File: src/rtl/ps2_pkg.sv
// Shared types and constants for the PS/2 keyboard receiver.
package ps2_pkg;

    typedef enum logic [1:0] {
        ST_IDLE,
        ST_DATA,
        ST_PARITY,
        ST_STOP
    } ps2_state_e;

    localparam logic [7:0] PS2_EXT       = 8'hE0;
    localparam logic [7:0] PS2_BRK       = 8'hF0;
    localparam logic [7:0] PS2_PAUSE     = 8'hE1;
    localparam int         PS2_DATA_BITS = 8;

endpackage

File: src/rtl/ps2_filter.sv
// Two-flop synchroniser followed by a stability filter: the filtered level
// follows the synchronised input only after FILTER_CYCLES equal samples.
module ps2_filter #(
    parameter int FILTER_CYCLES = 8
) (
    input  logic clk_i,
    input  logic reset_n_i,
    input  logic raw_i,
    output logic sync_o,
    output logic filt_o
);

    localparam int CW = (FILTER_CYCLES > 1) ? $clog2(FILTER_CYCLES + 1) : 1;
    localparam logic [CW-1:0] RELOAD = CW'(FILTER_CYCLES - 1);

    logic          meta_q;
    logic [CW-1:0] cnt_q;

    always_ff @(posedge clk_i or negedge reset_n_i) begin
        if (!reset_n_i) begin
            meta_q <= 1'b1;
            sync_o <= 1'b1;
            filt_o <= 1'b1;
            cnt_q  <= RELOAD;
        end else begin
            meta_q <= raw_i;
            sync_o <= meta_q;
            // down-counter restarts whenever the input agrees with the output
            if (sync_o == filt_o) begin
                cnt_q <= RELOAD;
            end else if (cnt_q == '0) begin
                filt_o <= sync_o;
                cnt_q  <= RELOAD;
            end else begin
                cnt_q <= cnt_q - 1'b1;
            end
        end
    end

endmodule

File: src/rtl/ps2_key_rx.sv
// PS/2 keyboard frame receiver and scan-code decoder (E0/F0 prefix handling).
// Optional in-frame idle timeout enabled with `define PS2_FRAME_TIMEOUT_EN.
//
// state     | meaning
// ST_IDLE   | waiting for a start bit (sampled 0)
// ST_DATA   | shifting in 8 data bits, LSB first
// ST_PARITY | capturing the odd-parity bit
// ST_STOP   | checking stop bit, then decode or reject
module ps2_key_rx
    import ps2_pkg::*;
#(
    parameter int FILTER_CYCLES  = 8,
    parameter int TIMEOUT_CYCLES = 50000
) (
    input  logic        clk_i,
    input  logic        reset_n_i,
    input  logic        ps2_clk_i,
    input  logic        ps2_data_i,
    output logic [10:0] ps2_key_o,
    output logic        err_o,
    output logic        busy_o
);

    localparam int BW = $clog2(PS2_DATA_BITS);
    localparam logic [BW-1:0] BIT_LAST = BW'(PS2_DATA_BITS - 1);

    logic clk_filt, clk_sync_unused;
    logic data_sync, data_filt_unused;
    logic clk_filt_q, fall, timeout;

    ps2_state_e  state_q, state_d;
    logic [7:0]  shift_q, shift_d;
    logic [BW-1:0] bit_cnt_q, bit_cnt_d;
    logic        par_q, par_d;
    logic        ext_q, ext_d;
    logic        rel_q, rel_d;
    logic [10:0] key_d;
    logic        err_d;

    ps2_filter #(.FILTER_CYCLES(FILTER_CYCLES)) u_clk_filter (
        .clk_i     (clk_i),
        .reset_n_i (reset_n_i),
        .raw_i     (ps2_clk_i),
        .sync_o    (clk_sync_unused),
        .filt_o    (clk_filt)
    );

    ps2_filter #(.FILTER_CYCLES(FILTER_CYCLES)) u_data_filter (
        .clk_i     (clk_i),
        .reset_n_i (reset_n_i),
        .raw_i     (ps2_data_i),
        .sync_o    (data_sync),
        .filt_o    (data_filt_unused)
    );

    assign fall   = clk_filt_q & ~clk_filt;
    assign busy_o = (state_q != ST_IDLE);

`ifdef PS2_FRAME_TIMEOUT_EN
    localparam int TW = $clog2(TIMEOUT_CYCLES + 1);
    localparam logic [TW-1:0] TO_RELOAD = TW'(TIMEOUT_CYCLES - 1);
    logic [TW-1:0] to_cnt_q;

    always_ff @(posedge clk_i or negedge reset_n_i) begin
        if (!reset_n_i) begin
            to_cnt_q <= TO_RELOAD;
        end else if (state_q == ST_IDLE || fall) begin
            to_cnt_q <= TO_RELOAD;
        end else if (to_cnt_q != '0) begin
            to_cnt_q <= to_cnt_q - 1'b1;
        end
    end

    assign timeout = busy_o && !fall && (to_cnt_q == '0);
`else
    localparam int TIMEOUT_UNUSED = TIMEOUT_CYCLES;
    assign timeout = 1'b0;
`endif

    always_comb begin
        state_d   = state_q;
        shift_d   = shift_q;
        bit_cnt_d = bit_cnt_q;
        par_d     = par_q;
        ext_d     = ext_q;
        rel_d     = rel_q;
        key_d     = ps2_key_o;
        err_d     = 1'b0;
        case (state_q)
            ST_IDLE: begin
                if (fall && !data_sync) begin
                    state_d   = ST_DATA;
                    shift_d   = '0;
                    bit_cnt_d = BIT_LAST;
                end
            end
            ST_DATA: begin
                if (fall) begin
                    shift_d = {data_sync, shift_q[7:1]};
                    if (bit_cnt_q == '0) state_d = ST_PARITY;
                    else                 bit_cnt_d = bit_cnt_q - 1'b1;
                end
            end
            ST_PARITY: begin
                if (fall) begin
                    par_d   = data_sync;
                    state_d = ST_STOP;
                end
            end
            ST_STOP: begin
                if (fall) begin
                    state_d = ST_IDLE;
                    if ((^{shift_q, par_q}) && data_sync) begin
                        if (shift_q == PS2_EXT) begin
                            ext_d = 1'b1;
                        end else if (shift_q == PS2_BRK) begin
                            rel_d = 1'b1;
                        end else if (shift_q != PS2_PAUSE) begin
                            key_d = {~ps2_key_o[10], ~rel_q, ext_q, shift_q};
                            ext_d = 1'b0;
                            rel_d = 1'b0;
                        end
                    end else begin
                        ext_d = 1'b0;
                        rel_d = 1'b0;
                        err_d = 1'b1;
                    end
                end
            end
            default: state_d = ST_IDLE;
        endcase
        if (timeout) begin
            state_d = ST_IDLE;
            ext_d   = 1'b0;
            rel_d   = 1'b0;
            err_d   = 1'b1;
        end
    end

    always_ff @(posedge clk_i or negedge reset_n_i) begin
        if (!reset_n_i) begin
            clk_filt_q <= 1'b1;
            state_q    <= ST_IDLE;
            shift_q    <= '0;
            bit_cnt_q  <= '0;
            par_q      <= 1'b0;
            ext_q      <= 1'b0;
            rel_q      <= 1'b0;
            ps2_key_o  <= '0;
            err_o      <= 1'b0;
        end else begin
            clk_filt_q <= clk_filt;
            state_q    <= state_d;
            shift_q    <= shift_d;
            bit_cnt_q  <= bit_cnt_d;
            par_q      <= par_d;
            ext_q      <= ext_d;
            rel_q      <= rel_d;
            ps2_key_o  <= key_d;
            err_o      <= err_d;
        end
    end

endmodule

File: config.mk
export PLATFORM = sky130hd
export DESIGN_NAME = ps2_key_rx
export DESIGN_NICKNAME = d
export VERILOG_FILES = /design/src/rtl/ps2_pkg.sv /design/src/rtl/ps2_filter.sv /design/src/rtl/ps2_key_rx.sv
export SDC_FILE = /design/constraint.sdc
export NUM_CORES = 1
export LEC_CHECK = 0
export ABC_AREA = 1
export CORE_ASPECT_RATIO = 1.5
export CORE_MARGIN = 1
export CORE_UTILIZATION = 55
export DETAILED_ROUTE_END_ITERATION = 8
export HOLD_SLACK_MARGIN = 0.08
export PLACE_DENSITY_LB_ADDON = 0.3
export SYNTH_ARGS = -nofsm -noshare
export SYNTH_HDL_FRONTEND = slang
export SYNTH_SLANG_ARGS = --single-unit
File: constraint.sdc
create_clock -name clk_i -period 2.5 [get_ports clk_i]
set_clock_uncertainty 0.15 [all_clocks]
set_input_delay 0.5 -clock clk_i [delete_from_list [all_inputs] [get_ports clk_i]]
set_output_delay 0.5 -clock clk_i [all_outputs]
set_load 0.05 [all_outputs]
==> qor.yml <==
grt:
  grt_pass1_vias: 1442
  grt_max_degree: 39
  grt_first_pass_wirelength_mm: 5.86
  grt_usage_pct: 21.1
  grt-ovfl-total: 0
  antenna_found_initial: 0
worst_setup_path:
  worst_ep_arrival_time_ns: 1.46
  crit_path_cell_trace: "clkdlybuf4s50_1"
  start_kind: "flip-flop"
  cp_max_fo: 3
  worstReg2RegStart: "state_q[1]$_DFFE_PN0P_"
  worstSetupPathType: "reg -> out"
  cp_num_buf_inv: 1
  path_depth: 1
  cp_top_family: "buffers and inverters"
  reg2reg_slack_ns: 0.43
  cpPeakStageDelay_ns: 0.81
  worst-r2r-cell-count: 11
  required_ns: 1.85
  critPathCaptureType: "output pin"
  slowest_stage: "clkdlybuf4s50_1"
  rr_endpoint: "bit_cnt_q[2]$_DFFE_PN0P_"
die:
  fp-row-count: 26
  dieArea_sq_mm: 0.00375
  die_x_microns: 50.4
  core_area_sq_mm: 0.00338
  ioPinCount: 17
  start_util_pct: 57.0
  die_h_microns: 74.5
drt:
  drc: 0
  initialDrtViolationCount: 22
  wl_mm: 3.41
  vias: 1527
  ant_nets: 0
  vias_per_cell: 5.23
  wire_per_inst_microns: 11.7
  firstDrtPassIters: 4
clock_network:
  cts.sinks: 38
  cts_buffers: 5
  clkTransAtPathRegs_ns: 0.07
  cts_tree: "yes"
  htreeDepth: 2
  post-cts-setup-buffers: 0
  cts_hold_buf: 0
  clockRootBuffer: "clkbuf_8"
  cts_resized: 0
  cts_buffer_depth: 2
  clk_latency_ns: 0.28
place:
  place_area_sq_mm: 0.00211
  gp_congestion: 0.891
  portBuffers: 16
  dp.cells: 284
  dp_hpwl_mm: 2.59
  dp_worst_setup_slack_ns: 0.450
timing:
  clock.fmax_ghz: 0.474
  hold_viol: 0
  layout_setup_ws_ns: 0.390
  worstMarginPinSlew_ns: 0.794
  tns_ns: 0
  final.min_clock_period_ns: 2.11
  rsz0062_at_grt: "false"
  hold_ws_ns: 0.145
  slew_violations: 0
  slew_headroom_pct: 47.1
  post-route-period-util_pct: 84.4
  setup_viol: 0
worst_hold_path:
  hp-class: "in -> async"
outcome:
  status: "completed"
synth:
  synth_area_sq_mm: 0.00193
  ys_warn_count: 0
  synthCells: 229
  ys_seq_elements: 38
  ys_seq_area_share_pct: 49.9
  synth_nets: 240
  syn_area_per_cell_sq_um: 8.43
  synth_cell_type_count: 27
final_layout:
  antenna_cells: 0
  instances_no_fill: 292
  final_core_util_pct: 65.9
  final_area_sq_mm: 0.00223
  area_delta_synth_final_pct: 15.6
  drive_gt1_share_pct: 17.2
  nNetsFinal: 260
power:
  irDropWorstVdd_mv: 0.621
  p_leak_nw: 1.14
  cellPowerDensity_mw_per_mm2: 907
  power.total_mw: 2.02
job:
  cap_violations: 0
==> cell usage in the layout, fill, tap and decap left out <==
cell type and n:
nand3_1 13, inv_2 4, xor2_1 1, clkbuf_1 1, o21ai_2 1, nor2_4 1, o31ai_1 1, a32oi_1 1
a21oi_1 4, nand4_1 12, buf_2 1, clkdlybuf4s50_1 14, nand3b_1 1, nand3_2 4, nand2_2 11, buf_4 4
dfrtp_1 29, nand2_1 55, dfstp_2 9, clkinv_1 1, bufinv_16 1, nor2_2 1, o21ai_0 17, xnor2_1 1
clkbuf_8 6, nor2_1 15, ha_1 7, nor3_1 4, inv_1 30
==> cells by family (layout without fill, tap and decap cells) <==
family	count (synthesis)	after routing	share of synthesized area, %
buffers and inverters	41	62	9.08
AO/OA/AOI/OAI	24	24	6.74
flip-flops	38	38	49.9
AND/OR/NAND/NOR	117	117	28.9
adder cells (fa/ha/maj)	7	7	4.54
XOR/XNOR	2	2	0.908
==> area by class of cell <==
class                   instances  area (sq um)
flip-flops and latches         38           962
well taps                      42          52.6
multi-input cells             150           792
inverters                      35           131
fillers                       296          1150
clock inverters                 1          30.0
clock buffers                   7          86.3
repair buffers                 19           175
==> routing by layer <==
layer / GRT usage (%) / vias up / routed length (microns)
met1: 20.7 / 720 / 1330
met5: 0 / - / 0
li1: - / 771 / -
met2: 39.7 / 28 / 1870
met3: 5.52 / 8 / 115
met4: 11.7 / 0 / 87
==> where the power goes <==
group          leakage (nW)  internal (mW)  switching (mW)
Sequential            0.486          0.736          0.0550
Clock                0.0585          0.325           0.193
Combinational         0.596          0.224           0.489
Total                  1.14           1.28           0.737
==> cell usage after synthesis <==
| cell | n | area [sq um] |
|---|---|---|
| a21oi_1 | 4 | 20.0 |
| a32oi_1 | 1 | 8.76 |
| buf_2 | 2 | 10.0 |
| buf_4 | 1 | 7.51 |
| buf_6 | 2 | 22.5 |
| clkbuf_1 | 1 | 3.75 |
| clkinv_1 | 1 | 3.75 |
| dfrtp_1 | 29 | 726 |
| dfstp_2 | 9 | 236 |
| ha_1 | 7 | 87.6 |
| inv_1 | 30 | 113 |
| inv_2 | 4 | 15.0 |
| nand2_1 | 55 | 206 |
| nand2_2 | 11 | 68.8 |
| nand3_1 | 13 | 65.1 |
| nand3_2 | 4 | 40.0 |
| nand3b_1 | 1 | 7.51 |
| nand4_1 | 12 | 75.1 |
| nor2_1 | 15 | 56.3 |
| nor2_2 | 1 | 6.26 |
| nor2_4 | 1 | 11.3 |
| nor3_1 | 4 | 20.0 |
| o21ai_0 | 17 | 85.1 |
| o21ai_2 | 1 | 8.76 |
| o31ai_1 | 1 | 7.51 |
| xnor2_1 | 1 | 8.76 |
| xor2_1 | 1 | 8.76 |
==> sequential cells by signal, summed over array words and instances, names as in the netlist <==
register and count:
u_data_filter.meta_q 1, u_clk_filter.meta_q 1, ext_q 1, u_clk_filter.filt_o 1, err_o 1, state_q 2
bit_cnt_q 3, clk_filt_q 1, u_clk_filter.sync_o 1, ps2_key_o 11, u_data_filter.sync_o 1, par_q 1
u_clk_filter.cnt_q 4, rel_q 1, shift_q 8
==> how the worst max path moves through the flow <==
stage	from	to
4_1_cts	ps2_key_o[10]$_DFFE_PN0P_	ps2_key_o[10]
2_1_floorplan	state_q[0]$_DFFE_PN0P_	bit_cnt_q[2]$_DFFE_PN0P_
6_report	ps2_key_o[10]$_DFFE_PN0P_	ps2_key_o[10]
3_5_place_dp	state_q[1]$_DFFE_PN0P_	bit_cnt_q[2]$_DFFE_PN0P_
3_3_place_gp	state_q[1]$_DFFE_PN0P_	bit_cnt_q[0]$_DFFE_PN0P_
5_1_grt	state_q[1]$_DFFE_PN0P_	bit_cnt_q[2]$_DFFE_PN0P_
(Power assumes the default switching activity.)
